`src/rtl/mips_ctrl_pkg.sv`:
```
// ---------------------------------------------------------------------------
// mips_ctrl_pkg : opcodes, state encoding and control codes, multicycle MIPS
// Revision      : 1.0
// ---------------------------------------------------------------------------
`default_nettype none

package mips_ctrl_pkg;

  localparam logic [5:0] OP_R    = 6'b000000;
  localparam logic [5:0] OP_LW   = 6'b100011;
  localparam logic [5:0] OP_SW   = 6'b101011;
  localparam logic [5:0] OP_BEQ  = 6'b000100;
  localparam logic [5:0] OP_ADDI = 6'b001000;
  localparam logic [5:0] OP_J    = 6'b000010;

  localparam logic [1:0] ALU_ADD   = 2'd0;
  localparam logic [1:0] ALU_SUB   = 2'd1;
  localparam logic [1:0] ALU_FUNCT = 2'd2;

  localparam logic [1:0] SRCB_B      = 2'd0;
  localparam logic [1:0] SRCB_FOUR   = 2'd1;
  localparam logic [1:0] SRCB_IMM    = 2'd2;
  localparam logic [1:0] SRCB_IMMSH2 = 2'd3;

  localparam logic [1:0] PCSRC_ALU    = 2'd0;
  localparam logic [1:0] PCSRC_ALUOUT = 2'd1;
  localparam logic [1:0] PCSRC_JUMP   = 2'd2;

  typedef enum logic [3:0] {
    S_RST    = 4'd0,
    S_FETCH  = 4'd1,
    S_DECODE = 4'd2,
    S_MEMADR = 4'd3,
    S_MEMRD  = 4'd4,
    S_MEMWB  = 4'd5,
    S_MEMWR  = 4'd6,
    S_EXEC   = 4'd7,
    S_ALUWB  = 4'd8,
    S_ADDIEX = 4'd9,
    S_ADDIWB = 4'd10,
    S_BRANCH = 4'd11,
    S_JUMP   = 4'd12
  } state_t;

  typedef struct packed {
    logic       pc_write;
    logic       pc_write_cond;
    logic       iord;
    logic       mem_read;
    logic       mem_write;
    logic       ir_write;
    logic       mem_to_reg;
    logic       reg_dst;
    logic       reg_write;
    logic       alu_src_a;
    logic [1:0] alu_src_b;
    logic [1:0] alu_op;
    logic [1:0] pc_source;
  } ctrl_t;

endpackage

`default_nettype wire

```
`src/rtl/mips_ctrl_decode.sv`:
```
// ---------------------------------------------------------------------------
// mips_ctrl_decode : state (+mem_ready in FETCH) to control-strobe table
// Revision         : 1.0
// ---------------------------------------------------------------------------
`default_nettype none

module mips_ctrl_decode
  import mips_ctrl_pkg::*;
(
  input  state_t state,
  input  logic   mem_ready,
  output ctrl_t  ctrl
);

  always_comb begin
    ctrl = '0;
    case (state)
      S_FETCH: begin
        ctrl.mem_read  = 1'b1;
        ctrl.alu_src_b = SRCB_FOUR;
        ctrl.ir_write  = mem_ready;
        ctrl.pc_write  = mem_ready;
      end
      S_DECODE: ctrl.alu_src_b = SRCB_IMMSH2;
      S_MEMADR, S_ADDIEX: begin
        ctrl.alu_src_a = 1'b1;
        ctrl.alu_src_b = SRCB_IMM;
      end
      S_MEMRD: begin
        ctrl.mem_read = 1'b1;
        ctrl.iord     = 1'b1;
      end
      S_MEMWB: begin
        ctrl.reg_write  = 1'b1;
        ctrl.mem_to_reg = 1'b1;
      end
      S_MEMWR: begin
        ctrl.mem_write = 1'b1;
        ctrl.iord      = 1'b1;
      end
      S_EXEC: begin
        ctrl.alu_src_a = 1'b1;
        ctrl.alu_src_b = SRCB_B;
        ctrl.alu_op    = ALU_FUNCT;
      end
      S_ALUWB: begin
        ctrl.reg_write = 1'b1;
        ctrl.reg_dst   = 1'b1;
      end
      S_ADDIWB: ctrl.reg_write = 1'b1;
      S_BRANCH: begin
        ctrl.alu_src_a     = 1'b1;
        ctrl.alu_src_b     = SRCB_B;
        ctrl.alu_op        = ALU_SUB;
        ctrl.pc_write_cond = 1'b1;
        ctrl.pc_source     = PCSRC_ALUOUT;
      end
      S_JUMP: begin
        ctrl.pc_write  = 1'b1;
        ctrl.pc_source = PCSRC_JUMP;
      end
      default: ctrl = '0;
    endcase
  end

endmodule

`default_nettype wire

```
`src/rtl/mips_multicycle_ctrl.sv`:
```
// ---------------------------------------------------------------------------
// mips_multicycle_ctrl : multicycle MIPS sequencer, retire counter, illegal trap
// Revision             : 1.0
// ---------------------------------------------------------------------------
`default_nettype none

module mips_multicycle_ctrl
  import mips_ctrl_pkg::*;
#(
  parameter int CNT_W   = 32,
  parameter int TRAP_EN = 1
) (
  input  logic             clock,
  input  logic             reset_n,
  input  logic [5:0]       opcode,
  input  logic             mem_ready,
  output logic             pc_write,
  output logic             pc_write_cond,
  output logic             iord,
  output logic             mem_read,
  output logic             mem_write,
  output logic             ir_write,
  output logic             mem_to_reg,
  output logic             reg_dst,
  output logic             reg_write,
  output logic             alu_src_a,
  output logic [1:0]       alu_src_b,
  output logic [1:0]       alu_op,
  output logic [1:0]       pc_source,
  output logic             illegal_op,
  output logic [CNT_W-1:0] instr_retired,
  output logic [3:0]       state_dbg
);

  state_t           state_q, state_d;
  logic             illegal_op_q, illegal_op_d;
  logic [CNT_W-1:0] cnt_q, cnt_d;
  logic             retire;
  ctrl_t            ctrl;

  always_ff @(posedge clock or negedge reset_n) begin
    if (!reset_n) begin
      state_q      <= S_RST;
      illegal_op_q <= 1'b0;
      cnt_q        <= '0;
    end else begin
      state_q      <= state_d;
      illegal_op_q <= illegal_op_d;
      cnt_q        <= cnt_d;
    end
  end

  always_comb begin
    state_d      = S_FETCH;
    illegal_op_d = 1'b0;
    retire       = 1'b0;
    case (state_q)
      S_RST:    state_d = S_FETCH;
      S_FETCH:  state_d = mem_ready ? S_DECODE : S_FETCH;
      S_DECODE: begin
        case (opcode)
          OP_R:         state_d = S_EXEC;
          OP_LW, OP_SW: state_d = S_MEMADR;
          OP_BEQ:       state_d = S_BRANCH;
          OP_ADDI:      state_d = S_ADDIEX;
          OP_J:         state_d = S_JUMP;
          default: begin
            state_d      = S_FETCH;
            illegal_op_d = (TRAP_EN != 0);
          end
        endcase
      end
      S_MEMADR: state_d = (opcode == OP_SW) ? S_MEMWR : S_MEMRD;
      S_MEMRD:  state_d = mem_ready ? S_MEMWB : S_MEMRD;
      S_MEMWR: begin
        state_d = mem_ready ? S_FETCH : S_MEMWR;
        retire  = mem_ready;
      end
      S_EXEC:   state_d = S_ALUWB;
      S_ADDIEX: state_d = S_ADDIWB;
      S_MEMWB, S_ALUWB, S_ADDIWB, S_BRANCH, S_JUMP: begin
        state_d = S_FETCH;
        retire  = 1'b1;
      end
      // Unused encodings fall through to a clean fetch.
      default:  state_d = S_FETCH;
    endcase
    cnt_d = cnt_q + {{(CNT_W-1){1'b0}}, retire};
  end

  mips_ctrl_decode u_decode (
    .state     (state_q),
    .mem_ready (mem_ready),
    .ctrl      (ctrl)
  );

  assign pc_write      = ctrl.pc_write;
  assign pc_write_cond = ctrl.pc_write_cond;
  assign iord          = ctrl.iord;
  assign mem_read      = ctrl.mem_read;
  assign mem_write     = ctrl.mem_write;
  assign ir_write      = ctrl.ir_write;
  assign mem_to_reg    = ctrl.mem_to_reg;
  assign reg_dst       = ctrl.reg_dst;
  assign reg_write     = ctrl.reg_write;
  assign alu_src_a     = ctrl.alu_src_a;
  assign alu_src_b     = ctrl.alu_src_b;
  assign alu_op        = ctrl.alu_op;
  assign pc_source     = ctrl.pc_source;
  assign illegal_op    = illegal_op_q;
  assign instr_retired = cnt_q;
  assign state_dbg     = state_q;

endmodule

`default_nettype wire

```
`config.mk`:
```
export PLATFORM = sky130hd
export DESIGN_NAME = mips_multicycle_ctrl
export DESIGN_NICKNAME = d
export VERILOG_FILES = /design/src/rtl/mips_ctrl_pkg.sv /design/src/rtl/mips_ctrl_decode.sv /design/src/rtl/mips_multicycle_ctrl.sv
export SDC_FILE = /design/constraint.sdc
export NUM_CORES = 1
export LEC_CHECK = 0
export BUFFER_PORTS_ARGS = -buffer_cell sky130_fd_sc_hd__buf_2
export CAP_MARGIN = 20
export CORE_UTILIZATION = 46
export CTS_CLUSTER_DIAMETER = 80
export DETAILED_ROUTE_END_ITERATION = 8
export PLACE_DENSITY = 0.86
export RECOVER_POWER = 50
export SLEW_MARGIN = 20
export SYNTH_ARGS = -nofsm -noshare
export SYNTH_HDL_FRONTEND = slang
export SYNTH_HIERARCHICAL = 1
export SYNTH_SLANG_ARGS = --single-unit
```
`constraint.sdc`:
```
create_clock -name clock -period 2.6 [get_ports clock]
set_input_delay 0 -clock clock [delete_from_list [all_inputs] [get_ports clock]]
set_output_delay 0 -clock clock [all_outputs]
set_load 0.01 [all_outputs]
```
==> run_results.csv, run 1 <==
group,metric,value,unit
run_status,failed_checks,"max-capacitance violations, max-slew violations",
route,viasPerCell,5.313,
power,irDropWorstVdd,0.0004333,V
floorplan,die_area,4796,um^2
yosys,ys_top_cells_by_count,"37 x dfrtp_1, 27 x xnor2_1, 16 x nand3_1, 16 x nor2_1, 14 x nand2_1",
timing,hold_viol_final,0,
clock_tree,cts.sinks,37,
timing,fmax,403.7,MHz
power,clock_power_share,19.9,%
yosys,synth_edf_count,0,
route,drc,0,
yosys,synth_cells,201,
setup_path,crit_path_end_kind,"register",
setup_path,crit_type,"register to register",
timing,timing.hold.ws,0.07037,ns
global_routing,grt_use_total,18.80,%
power,power.share.sequential,38.9,%
route,dr.pass1.iters,4,
floorplan,rows,24,
min_path,hold_path.startpoint,"opcode[4]",
layout,final_layout_size_suffix_gt1_share,21.72,%
clock_tree,cts_buffer_depth,2,
yosys,synth_flop_cell,"dfrtp_1",
yosys,synth_nets,212,
layout,layout.nets,277,
global_routing,grt.overflow.total,0,
layout,area_growth,20.20,%
setup_path,critical_path_required,2.77,ns
run_status,status,"finished, violations left",
setup_path,max_stage_delay,0.42,ns
yosys,yosys-top-cells-area,"dfrtp_1 44%, xnor2_1 11%, nand3_1 3.8%",
yosys,netlist.top_cell.by_area,"dfrtp_1",
power,powerDensity,766.6,nW/um^2
timing,period_share,95.26,%
timing,skew,0.007467,ns
setup_path,slowest_stage,"dfrtp_2",
power,p_switching,0.7263,mW
power,power.leakage,1.151,nW
yosys,synth.distinct_cells,41,
yosys,yosysSeqAreaShare,44.50,%
min_path,worstHoldPathType,"primary input to register",
setup_path,rr_endpoint,"instr_retired[14]",
timing,rsz0062_at_grt,"no",
floorplan,start_util,47.79,%
timing,tightest_slew,1.956,ns
power,internal_power,1.191,mW
floorplan,die_w,69.26,um
clock_tree,clk_latency,0.29,ns
power,sw_frac_of_total,37.88,%
setup_path,crit_arrival,2.65,ns
route,vias,1695,
yosys,synth_top_area_share,44.50,%
route,drtIter0Drc,48,
clock_tree,cts_root_buf,"clkbuf_8",
layout,finalNonFillerCells,319,
timing,maxSlewViolCount,38,
floorplan,die_h,69.26,um
global_routing,grt_max_degree,38,
setup_path,path_buf_inv,1,
clock_tree,cts_tree,"built",
timing,layout_setup_ws,0.1232,ns
route,ant_nets,0,
yosys,ys_ff_latch,37,
yosys,avgSynthCellArea,10.35,um^2
yosys,yosysMostFrequentCell,"dfrtp_1",
route,routedWlPerCell,13.06,um
yosys,synth_area,2081,um^2
floorplan,core,4354,um^2
setup_path,reg2reg_slack,0.12,ns
timing,fin_tns_setup,0,ns
setup_path,regToRegStartpoint,"state_dbg[0]",
power,total_power,1.917,mW
global_routing,grt_pass1_vias,1642,
setup_path,start_kind,"register",
placed_design,dp_hpwl,2982,um
placed_design,dpl-instance-area,2412,um^2
yosys,ys_async_sr_fraction,100.0,%
global_routing,grt_pass1_wl,7376,um
layout,antenna_cells,0,
setup_path,cp_top_family,"simple AND/OR/NAND/NOR gates",
layout,fin_area,2501,um^2
clock_tree,h-tree-depth,2,
layout,final_core_util,57.44,%
min_path,hold_end,"illegal_op",
placed_design,placed_cells,308,
clock_tree,cts_buffers,5,
power,p_comb_share,41.2,%
setup_path,cp_cell_sequence,"nand2b_1 > nor3b_2 > a21oi_1 > a21oi_1 > ha_2 > ha_2 > and4_4 > nor3b_4 > buf_12 > nand4_1 > xnor2_1",
clock_tree,path_clk_slew,0.07,ns
setup_path,reg2regPathDepth,11,
timing,timing.final.crit_period,2.477,ns
timing,setup_viol,0,
setup_path,worstPathMaxFanout,10,
placed_design,io_buffers,61,
floorplan,pin_count,62,
timing,maxSlewHeadroom,-30.40,%
route,routed_wl,4167,um
yosys,yosysWarnings,6,
placed_design,place.gp.congestion,0.7665,
min_path,holdPathStages,3,
placed_design,place_ws,-0.03335,ns
flow_run,maxCapViolations,1,
global_routing,antenna_found_initial,0,
setup_path,startpoint,"state_dbg[0]",
power by group through the flow:
stage / clock network (mW) / logic [mW] / registers [mW]
2_1_floorplan: 0 / 0.525 / 0.782
3_3_place_gp: 0 / 0.766 / 0.749
3_5_place_dp: 0 / 0.786 / 0.751
4_1_cts: 0.388 / 0.787 / 0.742
5_1_grt: 0.415 / 0.876 / 0.762
6_report: 0.381 / 0.790 / 0.746
sequential cells by signal (all words and copies together), names as in the netlist:
signal         count
instr_retired     32
illegal_op         1
state_dbg          4
how the worst max path moves through the flow:
stage                   endpoint  cells past startpoint
2_1_floorplan  instr_retired[28]                     11
3_3_place_gp   instr_retired[28]                     10
3_5_place_dp   instr_retired[14]                     10
4_1_cts        instr_retired[14]                     11
5_1_grt        instr_retired[14]                     11
6_report       instr_retired[14]                     11
tightest hold or removal path, delay by kind of cell:
family,cells,cell delay (ns)
buffers and inverters,1,0.09
AND/OR/NAND/NOR,2,0.24
kinds of logic (layout without fill, tap and decap cells):
group           after synthesis  count (layout)  synth area share (%)
flops                        37              37                 44.50
mux                           1               1                0.4811
compound gates               22              22                 6.254
fa+ha+maj                     2               2                 1.202
xor+xnor                     32              32                 13.47
simple gates                 93              93                 29.83
buf+inv                      14              80                 4.269
cell type report:
type | count | area, um^2
Sequential cell | 37 | 927.1
Tap cell | 52 | 65.06
Inverter | 3 | 11.26
Clock buffer | 8 | 80.08
Fill cell | 376 | 1853
Multi-Input combinational cell | 150 | 1079
Timing Repair Buffer | 69 | 339.1
per-layer routing:
metal | vias to the layer above | GRT usage, % | share of wire [%]
li1 | 831 | - | -
met1 | 813 | 24.21 | 47
met2 | 47 | 31.28 | 48
met3 | 4 | 4.942 | 4.5
met4 | 0 | 5.215 | 0.79
met5 | - | 0 | 0
timing repair:
action                                 in CTS  in global routing
endpoints found under the hold margin      37                  0
setup endpoints to repair                   7                  8
cloned                                      0                  0
hold buffers                                1                  0
gates resized for setup                     0                  5
pin swaps                                   0                  1
setup buffers                               1                  1
cell usage in the layout, fill, tap and decap left out, types with 3 or more instances in the layout:
cell type / synthesis / routed
o21ai_0: 6 / 6
and3_1: 4 / 4
nand3_1: 16 / 16
nand2b_1: 5 / 5
buf_2: 2 / 28
nor2_1: 16 / 16
nand2_1: 14 / 14
inv_1: 3 / 3
dfrtp_1: 37 / 36
nand4_1: 8 / 8
clkbuf_1: 3 / 36
xnor2_1: 27 / 27
nor3_1: 6 / 6
a21oi_1: 10 / 10
xor2_1: 5 / 5
nand2b_4: 3 / 3
clkbuf_8: 0 / 5
buf_4: 3 / 6
(Power assumes the default switching activity.)
==> inputs of run 2 (changes only) <==
--- a/config.mk
+++ b/config.mk
@@ -7,10 +7,11 @@
 export LEC_CHECK = 0
 export BUFFER_PORTS_ARGS = -buffer_cell sky130_fd_sc_hd__buf_2
 export CAP_MARGIN = 20
-export CORE_UTILIZATION = 46
+export CORE_UTILIZATION = 48
+export CTS_BUF_LIST = sky130_fd_sc_hd__clkbuf_2
 export CTS_CLUSTER_DIAMETER = 80
 export DETAILED_ROUTE_END_ITERATION = 8
-export PLACE_DENSITY = 0.86
+export PLACE_DENSITY = 0.89
 export RECOVER_POWER = 50
 export SLEW_MARGIN = 20
 export SYNTH_ARGS = -nofsm -noshare
==> run_results.csv, run 2 (same netlist as run 1, synthesis figures left out) <==
group,metric,value,unit
setup_path,cp_top_family,"simple AND/OR/NAND/NOR gates",
power,power.leakage,1.205,nW
floorplan,die_area,4602,um^2
global_routing,grt_pass1_wl,7038,um
power,powerDensity,719.3,nW/um^2
setup_path,crit_type,"register to register",
power,clock_power_share,14.0,%
route,m1WireLength,1875,um
timing,period_share,93.47,%
placed_design,io_buffers,61,
placed_design,place.gp.congestion,0.7713,
route,ant_nets,0,
timing,setup_viol,0,
power,irDropWorstVdd,0.0003185,V
setup_path,critical_path_required,2.89,ns
min_path,worstHoldPathType,"primary input to register",
timing,tightest_slew,1.941,ns
setup_path,start_kind,"register",
floorplan,core,4086,um^2
power,p_switching,0.7329,mW
power,sw_frac_of_total,40.09,%
layout,final_cell_mix,"36 x dfrtp_1, 34 x buf_2, 27 x xnor2_1, 27 x clkbuf_1",
timing,skew,0.01358,ns
floorplan,die_h,67.84,um
global_routing,grt_max_degree,38,
global_routing,antenna_found_initial,0,
power,p_comb_share,44.7,%
run_status,status,"finished, violations left",
route,routedWlPerCell,13.40,um
route,dr.pass1.iters,4,
layout,area_growth,22.13,%
power,internal_power,1.095,mW
floorplan,rows,23,
layout,final_layout_size_suffix_gt1_share,25.18,%
clock_tree,cts.sinks,37,
route,vias,1748,
route,met3WireLength,209,um
timing,fmax,411.5,MHz
setup_path,crit_arrival,2.72,ns
clock_tree,cts_buffers,5,
power,total_power,1.828,mW
route,viasPerCell,5.395,
clock_tree,h-tree-depth,2,
route,routed.top_layer,"met4",
route,drc,0,
placed_design,dp_hpwl,3004,um
setup_path,crit_path_end_kind,"register",
layout,final_common_cell,"dfrtp_1",
global_routing,grt_pass1_vias,1547,
timing,maxSlewHeadroom,-29.43,%
layout,antenna_cells,0,
timing,hold_viol_final,0,
timing,rsz0062_at_grt,"no",
power,power.share.sequential,41.2,%
clock_tree,clk_latency,0.39,ns
timing,timing.hold.ws,0.06758,ns
clock_tree,cts_tree,"built",
setup_path,slowest_stage,"dfrtp_2",
clock_tree,path_clk_slew,0.19,ns
clock_tree,cts_root_buf,"clkbuf_2",
layout,largest_reg_flops,32,
floorplan,start_util,50.92,%
setup_path,max_stage_delay,0.47,ns
flow_run,maxCapViolations,1,
floorplan,die_w,67.84,um
route,routed_wl,4343,um
clock_tree,cts_buffer_depth,2,
timing,timing.final.crit_period,2.430,ns
setup_path,cp_cell_sequence,"nand2b_4 > nor3b_2 > a21oi_1 > a21oi_1 > ha_2 > ha_2 > and4_4 > nor3b_4 > buf_12 > nand4_1 > xnor2_1",
setup_path,worstPathMaxFanout,10,
timing,maxSlewViolCount,38,
global_routing,grt.overflow.total,0,
run_status,failed_checks,"max-capacitance violations, max-slew violations",
route,drtIter0Drc,57,
global_routing,grt_use_total,20.95,%
floorplan,pin_count,62,
layout,layout.nets,284,
setup_path,path_buf_inv,1,
route,dr_wl_met2,2171,um
==> run 2: cell count changes in the layout (fill, tap and decap cells not counted) <==
| cell | delta |
|---|---|
| buf_2 | +6 |
| buf_4 | +1 |
| clkbuf_1 | -9 |
| clkbuf_2 | +6 |
| clkbuf_8 | -5 |
| clkinv_2 | +2 |
| dlygate4sd3_1 | +6 |
| nand2b_1 | -1 |
| nand2b_4 | +1 |
==> run 2: per-layer routing <==
layer / track usage [%] / vias to the layer above
met1: 26.60 / 840
li1: - / 840
met3: 4.333 / 10
met4: 9.375 / 0
met5: 0 / -
met2: 34.41 / 58
==> run 2: worst reg2reg max path, delay by kind of cell, from the launching register on <==
| family | cells | cell delay, ns |
|---|---|---|
| fa+ha+maj | 2 | 0.40 |
| simple gates | 5 | 0.95 |
| compound gates | 2 | 0.21 |
| flops | 1 | 0.47 |
| buf+inv | 1 | 0.15 |
| xor+xnor | 1 | 0.17 |
==> run 2: layout make-up <==
| cell class | count | area (um^2) |
|---|---|---|
| clock buffer | 6 | 30.03 |
| sequential | 37 | 927.1 |
| multi-input combinational | 150 | 1086 |
| timing repair buffer | 76 | 414.1 |
| inverter | 3 | 11.26 |
| clock inverter | 2 | 10.01 |
| fill | 351 | 1545 |
| tap | 50 | 62.56 |
==> run 2: worst paths after layout <==
path	startpoint	slack [ns]	cells past startpoint	to
max in group asynchronous	reset_n	0.68	2	state_dbg[0]
setup / recovery	state_dbg[0]	0.17	11	instr_retired[28]
hold reg to reg	instr_retired[31]	0.49	1	instr_retired[31]
min in group asynchronous	reset_n	0.69	2	instr_retired[17]
hold / removal	opcode[5]	0.07	4	state_dbg[1]
setup reg to reg	state_dbg[0]	0.17	11	instr_retired[28]
==> run 2: power by group through the flow <==
stage,clock network [mW],logic (mW),registers (mW)
2_1_floorplan,0,0.525,0.782
3_3_place_gp,0,0.761,0.750
3_5_place_dp,0,0.784,0.754
4_1_cts,0.264,0.799,0.743
5_1_grt,0.293,0.913,0.765
6_report,0.257,0.818,0.753
==> run 2: per-stage QoR <==
step | instance area [um^2] | TNS, ns | setup WS, ns | util, % | cells
after CTS | 2540 | 0 | 0.03964 | 62.16 | 322
after detailed placement | 2410 | -0.1116 | -0.04303 | 58.97 | 306
after global placement | 2410 | 0 | 0.08139 | 58.97 | 306
after floorplan | 2083 | 0 | 0.02179 | - | 201
final | 2541 | 0 | 0.1699 | 62.19 | 324
after global routing | 2541 | 0 | 0.002398 | 62.19 | 324
==> run 2: timing repair <==
action / 4_1_cts / 5_1_grt
pin swaps: 0 / 1
setup endpoints to repair: 10 / 10
hold endpoints to repair: 41 / 0
setup buffers: 1 / 2
hold buffers: 7 / 0
resized for setup: 0 / 6
==> inputs of run 3 (changes only) <==
--- a/config.mk
+++ b/config.mk
@@ -11,7 +11,7 @@
 export CTS_BUF_LIST = sky130_fd_sc_hd__clkbuf_2
 export CTS_CLUSTER_DIAMETER = 80
 export DETAILED_ROUTE_END_ITERATION = 8
-export PLACE_DENSITY = 0.89
+export PLACE_DENSITY = 0.81
 export RECOVER_POWER = 50
 export SLEW_MARGIN = 20
 export SYNTH_ARGS = -nofsm -noshare
==> run_results.csv, run 3 (same netlist as run 1, synthesis figures left out) <==
group,metric,value,unit
floorplan,pin_count,62,
global_routing,grt_use_total,20.81,%
power,power.leakage,1.218,nW
placed_design,placed_cells,306,
clock_tree,cts_tree,"built",
timing,tightest_slew,1.990,ns
clock_tree,clk_latency,0.40,ns
floorplan,die_h,67.84,um
power,powerDensity,714.5,nW/um^2
clock_tree,cts_buffers,5,
min_path,holdPathStages,5,
route,ant_nets,0,
setup_path,cp_top_family,"simple AND/OR/NAND/NOR gates",
placed_design,dp_hpwl,2933,um
power,total_power,1.842,mW
setup_path,worstPathMaxFanout,5,
power,p_switching,0.7351,mW
global_routing,grt.overflow.total,0,
route,drtIter0Drc,67,
layout,final_common_cell,"dfrtp_1",
power,internal_power,1.107,mW
setup_path,path_buf_inv,1,
power,irDropWorstVdd,0.0002998,V
floorplan,rows,23,
layout,largest_reg_flops,32,
setup_path,crit_path_end_kind,"register",
timing,fmax,405.0,MHz
setup_path,cp.depth,11,
clock_tree,cts_root_buf,"clkbuf_2",
layout,antenna_cells,0,
setup_path,max_stage_delay,0.46,ns
power,clock_power_share,14.1,%
setup_path,crit_arrival,2.80,ns
route,routed_wl,4399,um
setup_path,slowest_stage,"dfrtp_2",
timing,maxSlewHeadroom,-32.69,%
setup_path,reg2regPathDepth,11,
route,dr.pass1.iters,4,
floorplan,die_w,67.84,um
timing,timing.final.crit_period,2.469,ns
power,power.share.sequential,40.7,%
min_path,worstHoldPathType,"primary input to register",
power,sw_frac_of_total,39.92,%
route,routedWlPerCell,13.54,um
floorplan,start_util,50.92,%
floorplan,core,4086,um^2
timing,maxSlewViolCount,38,
run_status,status,"finished, violations left",
placed_design,io_buffers,61,
route,drc,0,
global_routing,antenna_found_initial,0,
clock_tree,cts.sinks,37,
clock_tree,h-tree-depth,2,
layout,layout.nets,285,
layout,finalNonFillerCells,325,
route,vias,1753,
layout,area_growth,23.87,%
flow_run,maxCapViolations,1,
global_routing,grt_pass1_wl,7031,um
timing,skew,0.02855,ns
setup_path,crit_type,"register to register",
placed_design,place.gp.congestion,0.7884,
clock_tree,cts_buffer_depth,2,
timing,setup_viol,0,
route,viasPerCell,5.394,
timing,hold_viol_final,0,
global_routing,grt_pass1_vias,1578,
setup_path,cp_cell_sequence,"nand2b_4 > nor3b_2 > a21oi_1 > a21oi_1 > ha_2 > ha_4 > and4_4 > nor3b_4 > clkbuf_16 > nand4_1 > xnor2_1",
setup_path,cp_common_cell,"a21oi_1",
power,p_comb_share,45.2,%
clock_tree,path_clk_slew,0.20,ns
setup_path,start_kind,"register",
timing,period_share,94.97,%
layout,final_cell_mix,"36 x dfrtp_1, 34 x buf_2, 27 x xnor2_1, 27 x clkbuf_1",
layout,final_layout_size_suffix_gt1_share,24.73,%
global_routing,grt_max_degree,38,
setup_path,critical_path_required,2.93,ns
run_status,failed_checks,"max-capacitance violations, max-slew violations",
floorplan,die_area,4602,um^2
run 3: what timing repair did:
action / in CTS / in global routing
gates resized for setup: 0 / 7
pin swaps: 0 / 3
setup endpoints to repair: 10 / 10
gates cloned: 0 / 1
buffers inserted: 1 / 1
hold buffers: 8 / 0
endpoints found under the hold margin: 41 / 0
run 3: per-layer routing:
metal	global-route usage [%]	part of all wire, %	vias up
met4	10.68	1.5	0
met2	33.17	47	66
met1	26.37	45	834
met5	0	0	-
li1	-	-	847
met3	4.833	5.7	6
run 3: final cells by class:
type | instances | area [um^2]
clock buffers | 7 | 35.03
clock inverters | 1 | 3.754
fillers | 359 | 1509
inverters | 3 | 11.26
multi-input cells | 150 | 1096
flip-flops and latches | 37 | 927.1
well taps | 50 | 62.56
repair buffers | 77 | 441.7
run 3: path summary, 6_finish.rpt:
path / from / end / slack [ns]
min: opcode[5] / state_dbg[2] / 0.1
min in group asynchronous: reset_n / illegal_op / 0.67
max: state_dbg[0] / instr_retired[22] / 0.13
max reg2reg: state_dbg[0] / instr_retired[22] / 0.13
max in group asynchronous: reset_n / state_dbg[0] / 0.68
min reg2reg: instr_retired[31] / instr_retired[31] / 0.49
run 3: metrics by stage:
| stage | cell area [um^2] | utilization [%] | hold slack [ns] | worst slack (ns) | TNS (ns) |
|---|---|---|---|---|---|
| after CTS | 2549 | 62.37 | 0.07724 | 0.01756 | 0 |
| final | 2577 | 63.07 | 0.09731 | 0.1307 | 0 |
| after detailed placement | 2410 | 58.97 | 0.1338 | -0.05905 | -0.2386 |
| after global placement | 2410 | 58.97 | 0.1348 | 0.07651 | 0 |
| after global routing | 2577 | 63.07 | 0.08723 | -0.01505 | -0.01505 |
| after floorplan | 2083 | - | -0.2956 | 0.02179 | 0 |
run 3: worst reg2reg max path, cell delays in order, from the launching register on:
cell	delay, ns
dfrtp_2	0.46
nand2b_4	0.16
nor3b_2	0.16
a21oi_1	0.06
a21oi_1	0.15
ha_2	0.23
ha_4	0.15
and4_4	0.25
nor3b_4	0.30
clkbuf_16	0.20
nand4_1	0.11
xnor2_1	0.19
run 3: power by group through the flow:
stage          Combinational [mW]  Sequential, mW  Clock [mW]
3_3_place_gp                0.767           0.749           0
3_5_place_dp                0.789           0.749           0
6_report                    0.833           0.749       0.259
5_1_grt                     0.928           0.762       0.291
2_1_floorplan               0.525           0.782           0
4_1_cts                     0.813           0.737       0.267
